===== config.mk =====
export PLATFORM = sky130hd
export DESIGN_NAME = mem_arbiter
export DESIGN_NICKNAME = d
export VERILOG_FILES = /design/src/rtl/mem_arbiter.sv
export SDC_FILE = /design/constraint.sdc
export NUM_CORES = 1
export LEC_CHECK = 0
export BUFFER_PORTS_ARGS = -buffer_cell sky130_fd_sc_hd__buf_2
export CAP_MARGIN = 0
export CORE_AREA = 2 2 633 635
export DETAILED_ROUTE_END_ITERATION = 7
export DIE_AREA = 0 0 635 637
export PLACE_DENSITY = 0.3
export SETUP_SLACK_MARGIN = 0.05
export SYNTH_ARGS = -nofsm -noshare
export SYNTH_HDL_FRONTEND = slang
export SYNTH_SLANG_ARGS = --single-unit

===== constraint.sdc =====
create_clock -name clk_i -period 2.6 [get_ports clk_i]
set_clock_uncertainty 0.1 [all_clocks]
set_input_delay 0.39 -clock clk_i [delete_from_list [all_inputs] [get_ports clk_i]]
set_output_delay 0.39 -clock clk_i [all_outputs]
set_load 0.03 [all_outputs]

===== src/rtl/mem_arbiter.sv =====
// -----------------------------------------------------------------------------
// mem_arbiter
//   Shares the single 256-bit off-chip data memory between the instruction
//   cache refill path (port 0) and the data cache miss/write-back path
//   (port 1). One requester is granted at a time; its request is registered
//   and held toward memory until the memory acks or the wait counter expires.
//   The read line and a one-cycle ack are routed back to the owner only.
//
// Ports
//   clk_i, rst_i          clock (rising edge), async active-low reset
//   pX_enable_i           port X request, held until pX_ack_o
//   pX_write_i            port X write (1) / read (0)
//   pX_addr_i [31:0]      port X line address
//   pX_data_i [255:0]     port X write line
//   pX_ack_o              one-cycle completion pulse to port X
//   pX_data_o [255:0]     read line to port X, valid with pX_ack_o
//   mem_enable_o          request to memory
//   mem_write_o           write strobe to memory
//   mem_addr_o [31:0]     address to memory
//   mem_data_o [255:0]    write line to memory
//   mem_data_i [255:0]    read line from memory
//   mem_ack_i             memory completion pulse
//   owner_o               currently granted port (valid in BUSY)
//   err_timeout_o         sticky flag: a transaction was aborted on timeout
//
// States
//   state   | meaning
//   IDLE    | no transaction; arbitrate among pending enables
//   BUSY    | request held toward memory, waiting for mem_ack_i
//   RELEASE | single cycle in which the owner's ack pulse is visible
// -----------------------------------------------------------------------------
module mem_arbiter #(
  parameter int ROUND_ROBIN    = 1,
  parameter int TIMEOUT_CYCLES = 1023
) (
  input  logic         clk_i,
  input  logic         rst_i,

  input  logic         p0_enable_i,
  input  logic         p0_write_i,
  input  logic [31:0]  p0_addr_i,
  input  logic [255:0] p0_data_i,
  output logic         p0_ack_o,
  output logic [255:0] p0_data_o,

  input  logic         p1_enable_i,
  input  logic         p1_write_i,
  input  logic [31:0]  p1_addr_i,
  input  logic [255:0] p1_data_i,
  output logic         p1_ack_o,
  output logic [255:0] p1_data_o,

  output logic         mem_enable_o,
  output logic         mem_write_o,
  output logic [31:0]  mem_addr_o,
  output logic [255:0] mem_data_o,
  input  logic [255:0] mem_data_i,
  input  logic         mem_ack_i,

  output logic         owner_o,
  output logic         err_timeout_o
);

  localparam logic [1:0] S_IDLE    = 2'd0;
  localparam logic [1:0] S_BUSY    = 2'd1;
  localparam logic [1:0] S_RELEASE = 2'd2;

  // 1023 -> 10-bit counter
  localparam int CNT_W = (TIMEOUT_CYCLES < 2) ? 1 : $clog2(TIMEOUT_CYCLES + 1);
  // The counter is cleared on grant and increments once per BUSY cycle, so it
  // holds TIMEOUT_CYCLES-1 during the last BUSY cycle allowed.
  localparam logic [CNT_W-1:0] CNT_LAST = CNT_W'(TIMEOUT_CYCLES - 1);

  logic [1:0]       state_q,    state_d;
  logic             ptr_q,      ptr_d;
  logic [CNT_W-1:0] cnt_q,      cnt_d;
  logic             err_q,      err_d;
  logic             owner_q,    owner_d;
  logic             mem_en_q,   mem_en_d;
  logic             mem_we_q,   mem_we_d;
  logic [31:0]      mem_addr_q, mem_addr_d;
  logic [255:0]     mem_data_q, mem_data_d;
  logic             p0_ack_q,   p0_ack_d;
  logic             p1_ack_q,   p1_ack_d;
  logic [255:0]     p0_data_q,  p0_data_d;
  logic [255:0]     p1_data_q,  p1_data_d;

  logic             any_req;
  logic             winner;

  assign any_req = p0_enable_i | p1_enable_i;

  // With a single requester it wins outright; on contention the pointer
  // decides in round-robin mode, otherwise the dcache port always wins.
  always_comb begin
    winner = p1_enable_i;
    if (p0_enable_i && p1_enable_i) begin
      winner = (ROUND_ROBIN != 0) ? ptr_q : 1'b1;
    end
  end

  always_comb begin
    state_d    = state_q;
    ptr_d      = ptr_q;
    cnt_d      = cnt_q;
    err_d      = err_q;
    owner_d    = owner_q;
    mem_en_d   = mem_en_q;
    mem_we_d   = mem_we_q;
    mem_addr_d = mem_addr_q;
    mem_data_d = mem_data_q;
    p0_ack_d   = 1'b0;
    p1_ack_d   = 1'b0;
    p0_data_d  = p0_data_q;
    p1_data_d  = p1_data_q;

    case (state_q)
      S_IDLE: begin
        if (any_req) begin
          owner_d    = winner;
          mem_en_d   = 1'b1;
          mem_we_d   = winner ? p1_write_i : p0_write_i;
          mem_addr_d = winner ? p1_addr_i  : p0_addr_i;
          mem_data_d = winner ? p1_data_i  : p0_data_i;
          cnt_d      = '0;
          state_d    = S_BUSY;
        end
      end

      S_BUSY: begin
        cnt_d = cnt_q + CNT_W'(1);
        if (mem_ack_i) begin
          // The memory's answer takes precedence over a simultaneous timeout.
          mem_en_d = 1'b0;
          mem_we_d = 1'b0;
          if (owner_q) begin
            p1_data_d = mem_data_i;
            p1_ack_d  = 1'b1;
          end else begin
            p0_data_d = mem_data_i;
            p0_ack_d  = 1'b1;
          end
          ptr_d   = ~owner_q;
          state_d = S_RELEASE;
        end else if (cnt_q == CNT_LAST) begin
          // Abort without acking; the owner keeps its enable up and is
          // simply arbitrated again from IDLE.
          err_d    = 1'b1;
          mem_en_d = 1'b0;
          mem_we_d = 1'b0;
          state_d  = S_IDLE;
        end
      end

      S_RELEASE: begin
        state_d = S_IDLE;
      end

      default: begin
        mem_en_d = 1'b0;
        mem_we_d = 1'b0;
        state_d  = S_IDLE;
      end
    endcase
  end

  always_ff @(posedge clk_i or negedge rst_i) begin
    if (!rst_i) begin
      state_q    <= S_IDLE;
      ptr_q      <= 1'b1;
      cnt_q      <= '0;
      err_q      <= 1'b0;
      owner_q    <= 1'b0;
      mem_en_q   <= 1'b0;
      mem_we_q   <= 1'b0;
      mem_addr_q <= '0;
      mem_data_q <= '0;
      p0_ack_q   <= 1'b0;
      p1_ack_q   <= 1'b0;
      p0_data_q  <= '0;
      p1_data_q  <= '0;
    end else begin
      state_q    <= state_d;
      ptr_q      <= ptr_d;
      cnt_q      <= cnt_d;
      err_q      <= err_d;
      owner_q    <= owner_d;
      mem_en_q   <= mem_en_d;
      mem_we_q   <= mem_we_d;
      mem_addr_q <= mem_addr_d;
      mem_data_q <= mem_data_d;
      p0_ack_q   <= p0_ack_d;
      p1_ack_q   <= p1_ack_d;
      p0_data_q  <= p0_data_d;
      p1_data_q  <= p1_data_d;
    end
  end

  assign p0_ack_o      = p0_ack_q;
  assign p1_ack_o      = p1_ack_q;
  assign p0_data_o     = p0_data_q;
  assign p1_data_o     = p1_data_q;
  assign mem_enable_o  = mem_en_q;
  assign mem_write_o   = mem_we_q;
  assign mem_addr_o    = mem_addr_q;
  assign mem_data_o    = mem_data_q;
  assign owner_o       = owner_q;
  assign err_timeout_o = err_q;

endmodule


# == Word level (Yosys, flattened, before mapping) ==
# Index checks and enable logic that the tools add are counted.
# totals
reg_bits,819
in_bits,839
out_inout_bits,806
wordCells,56
# classes
n_addsub,1
n_eq_ne,5
mux,22
bitwise,4
n_reduce_logical,11
# ops
operator,count
two-way mux 256 bit,1
two-way mux 32 bit,1
one-hot mux 10 bit (2 select lines),1
two-way mux 1 bit,12
AND reduction 3 bit,4
"adder 10 x 1 -> 10 bit, second input constant",1
"== test 10 bit, second input constant",1
two-way mux 10 bit,1
AND reduction 2 bit,4
two-way mux 2 bit,3
one-hot mux 1 bit (3 select lines),2
one-hot mux 2 bit (2 select lines),1
"inequality test 3 bit, second input constant",1
NOT 1 bit,3
"== test 2 x 1 -> 1 bit, second input constant",1
"== test 2 bit, second input constant",1
logical NOT 2 bit,1
"inequality test 2 bit, second input constant",1
nonzero test 2 bit,1
logical AND 1 bit,1
OR 1 bit,1

# == Logic depth before layout (Yosys ltp) ==
# depth
ltp_word,5
mapped_depth,8
ltp_nobuf,6

# == Worst setup path before layout ==
# No wires, ideal clock.
# synth_path
path_type,register -> register
from,register state_q[1]
to,"register p0_data_q[100], in the netlist p0_data_o[100]"
setup_ns,0.125
arrival_time_ns,1.633
slack_ns,0.741
stages_incl_launch_ff,8
period_less_slack_ns,1.859
path_cell_list,dfrtp_1 nor2b_4 and2_4 nor2b_4 buf_6 buf_12 buf_12 mux2_4
# synth_via
elab_chain_len,2
# synth_rtl
item,line_no,source
start: declaration,74,"logic [1:0] state_q, state_d;"
start signal: assignment,183,state_q <= state_d;
== test 2 x 1 -> 1 bit,117,case (state_q)
AND reduction 3 bit (no line),-,
end signal: assignment,194,p0_data_q <= p0_data_d;
end: declaration,85,"logic [255:0] p0_data_q, p0_data_d;"
# No other way between the ends.
# A chain may end at the register's enable or synchronous reset.

# == Worst setup path after layout ==
# layout_path
from,register state_q[0]
to,"register p0_data_q[156], in the netlist p0_data_o[156]"
# The elaborated chain is that of the path after synthesis.

==> results.sh <==
export IMPL_p_seq_share_pct=28.7
export IMPL_die_x_um=635
export IMPL_crit_cells=6
export IMPL_fin_crit_ns=2.41
export IMPL_synth_simple_area_share_pct=3.70
export IMPL_relSlewSlack_pct=45.0
export IMPL_layout_common_cells="buf_2 (1643), dlygate4sd3_1 (838), dfrtp_1 (818)"
export IMPL_drt_total_wl_mm=277
export IMPL_startpoint="state_q[0]"
export IMPL_mostFrequentLayoutCell="buf_2"
export IMPL_cts_buffers=115
export IMPL_critPathRequiredTime_ns=3.16
export IMPL_ff_latch_area_mm2=0.0205
export IMPL_yosysUniqueCellTypes=38
export IMPL_seq_area_frac_synth_pct=60.1
export IMPL_slew_viol_final=0
export IMPL_finalHoldViolCount=0
export IMPL_path_delay_family="buffers and inverters"
export IMPL_dr_first_iter_drc_count=1358
export IMPL_synth_top_family_by_area="multiplexers"
export IMPL_port_buffers=1644
export IMPL_clock_fmax_ghz=0.415
export IMPL_nets=5793
export IMPL_crit_buf_inv=2
export IMPL_reg2reg_depth=6
export IMPL_htree_levels=3
export IMPL_crit_path_end_kind="flop"
export IMPL_yosys_mux_area_fraction_pct=27.8
export IMPL_critPathKind="flop to flop"
export IMPL_grt_pass1_vias=33000
export IMPL_grt_antenna_before_repair=199
export IMPL_status="complete, no violations"
export IMPL_grt_pass1_wl_mm=354
export IMPL_cts_max_path_buffers=4
export IMPL_dp_hpwl_mm=240
export IMPL_final_cells=10400
export IMPL_antenna_left=0
export IMPL_viasPerCell=2.99
export IMPL_reg2reg_slack_ns=0.19
export IMPL_clkSinkCount=819
export IMPL_fin_util_pct=15.4
export IMPL_tns_ns=0
export IMPL_combPwrFrac_pct=51.3
export IMPL_cts_tree="built"
export IMPL_setup_viol=0
export IMPL_holdWs_ns=0.176
export IMPL_die_area_mm2=0.404
export IMPL_wl_per_cell_um=26.6
export IMPL_dp_cells=9262
export IMPL_arrival_ns=2.97
export IMPL_gp_congestion=0.877
export IMPL_p_leak_nw=28.3
export IMPL_critPathMaxStageDelay_ns=0.46
export IMPL_route_detailed_drc=0
export IMPL_hold_class="input port to flop"
export IMPL_clock_power_share_pct=19.9
export IMPL_worstMarginPinSlew_ns=0.825
export IMPL_max_vdd_ir_drop_mv=0.519
export IMPL_cts_root_buf="clkbuf_16"
export IMPL_synth_xor_area_share_pct=0
export IMPL_synth_cells=2408
export IMPL_internal_power_w=0.0414
export IMPL_synth_edf_count=0
export IMPL_endpoint="p0_data_o[156]"
export IMPL_fillCellCount=44900
export IMPL_netlist_area_mm2=0.0341
export IMPL_synth_fa_ha_area_share_pct=0.0734
export IMPL_die_h_um=637
export IMPL_start_util_pct=8.56
export IMPL_min_path_cells=5
export IMPL_synthFlopType="dfrtp_1"
export IMPL_rows=232
export IMPL_grt_max_degree=84
export IMPL_grt_setup_unrepaired="true"
export IMPL_ys_ff_latch=819
export IMPL_multi_input_area_mm2=0.0124
export IMPL_avgSynthCellArea_um2=14.2
export IMPL_synth_nets=3249
export IMPL_vias=31100
export IMPL_p_total_w=0.0797
export IMPL_synth_compound_area_share_pct=4.66
export IMPL_crit_chain="nor2b_4, and2_4, nor2b_4, buf_12, buf_4, mux2_4"
export IMPL_async_flop_share_pct=100
export IMPL_firstDrtPassIters=5
export IMPL_ys_warn_count=0
export IMPL_switching_share_pct=48.0
export IMPL_drive_gt1_share_pct=47.7
export IMPL_cp_max_fo=24
export IMPL_powerDensity_mw_per_mm2=1300
export IMPL_cpMaxStageDelayCell="dfrtp_1"
export IMPL_r2r_end="p0_data_o[156]"
export IMPL_cts_clk_slew_worst_paths_ns=0.05
export IMPL_switchingPower_w=0.0382
export IMPL_overflow=0
export IMPL_ios=1645
export IMPL_period_share_pct=92.8
export IMPL_cp_start_kind="flop"
export IMPL_area_delta_synth_final_pct=80.1
export IMPL_clk_latency_ns=0.84
export IMPL_track_usage_pct=13.2
export IMPL_max_cap_viol_count=0
export IMPL_core_area_mm2=0.398
export IMPL_cpMostUsedCell="nor2b_4"
export IMPL_r2r_start="state_q[0]"
metrics by stage:
step / area, um^2 / worst slack (ns)
2_1_floorplan: 34100 / 0.741
3_3_place_gp: 49100 / 0.257
3_5_place_dp: 49100 / 0.252
4_1_cts: 61100 / 0.100
5_1_grt: 61300 / 0.0138
6_report: 61400 / 0.188
cell families after synthesis:
logic type,after synthesis
AO/OA/AOI/OAI,310
adder cells (fa/ha/maj),2
buffers and inverters,157
flip-flops,819
multiplexers,801
AND/OR/NAND/NOR,319
Yosys cell counts, types with 2 or more instances:
master / count / share of area, %
buf_6: 18 / 0.59
buf_4: 13 / 0.29
nor2b_4: 2 / 0.081
o21ai_0: 297 / 4.4
ha_1: 2 / 0.073
nand3_1: 9 / 0.13
o31ai_1: 3 / 0.066
o211ai_1: 2 / 0.044
clkbuf_1: 36 / 0.40
mux2_4: 220 / 9.7
buf_1: 5 / 0.055
o41ai_1: 2 / 0.051
mux2_1: 32 / 1.1
inv_1: 2 / 0.022
nor3_1: 2 / 0.029
dfrtp_1: 818 / 60
mux2i_1: 289 / 8.5
buf_12: 22 / 1.3
nand4_1: 5 / 0.092
buf_8: 2 / 0.088
mux2_2: 260 / 8.6
buf_2: 58 / 0.85
nand2_1: 294 / 3.2
final cells by class:
cell class	count	share of cell area, %
sequential	819	33.4
timing repair buffer	2581	29.3
multi-input combinational	1432	20.2
tap	5265	10.7
clock buffer	173	5.53
clock inverter	27	0.497
antenna	85	0.347
inverter	3	0.0306
registers in the layout, indices dropped and copies added, names as in the netlist:
signal and count:
owner_o 1, cnt_q 10, ptr_q 1, mem_data_o 256, mem_addr_o 32, mem_write_o 1, err_timeout_o 1, p0_ack_o 1
state_q 2, p1_ack_o 1, p0_data_o 256, mem_enable_o 1, p1_data_o 256
how the worst min path moves through the flow:
stage | from | to | slack, ns
3_5_place_dp | err_timeout_o | err_timeout_o | 0.35
5_1_grt | p1_enable_i | mem_write_o | 0.11
4_1_cts | p1_enable_i | mem_write_o | 0.06
6_report | p1_enable_i | mem_write_o | 0.18
2_1_floorplan | rst_i | cnt_q[0] | -0.006
3_3_place_gp | err_timeout_o | err_timeout_o | 0.35
what timing repair did:
| item | CTS | global route |
|---|---|---|
| setup endpoints to repair | 0 | 11 |
| hold buffers | 838 | 0 |
| buffers inserted | 0 | 0 |
| gates resized for setup | 0 | 2 |
| hold endpoints to repair | 1157 | 0 |
power groups by stage:
| stage | Sequential, W | Combinational (W) | Clock (W) |
|---|---|---|---|
| 2_1_floorplan | 0.0350 | 0.0105 | 0 |
| 3_3_place_gp | 0.0230 | 0.0405 | 0 |
| 3_5_place_dp | 0.0231 | 0.0407 | 0 |
| 4_1_cts | 0.0230 | 0.0423 | 0.0166 |
| 5_1_grt | 0.0238 | 0.0432 | 0.0171 |
| 6_report | 0.0229 | 0.0409 | 0.0159 |
per-layer routing:
metal	track usage, %	wire length [um]	up-vias
met5	0	383	-
met2	24.7	145000	1350
li1	-	-	13700
met1	14.5	103000	15600
met3	4.26	21300	462
met4	2.76	6840	56
worst min-delay path, cell delays in order:
cell and delay [ns]:
buf_2 0.14, nor2_1 0.09, o21ba_2 0.22, o21ai_0 0.13
o41ai_1 0.07
No activity file was read; power rests on OpenSTA's default activity.
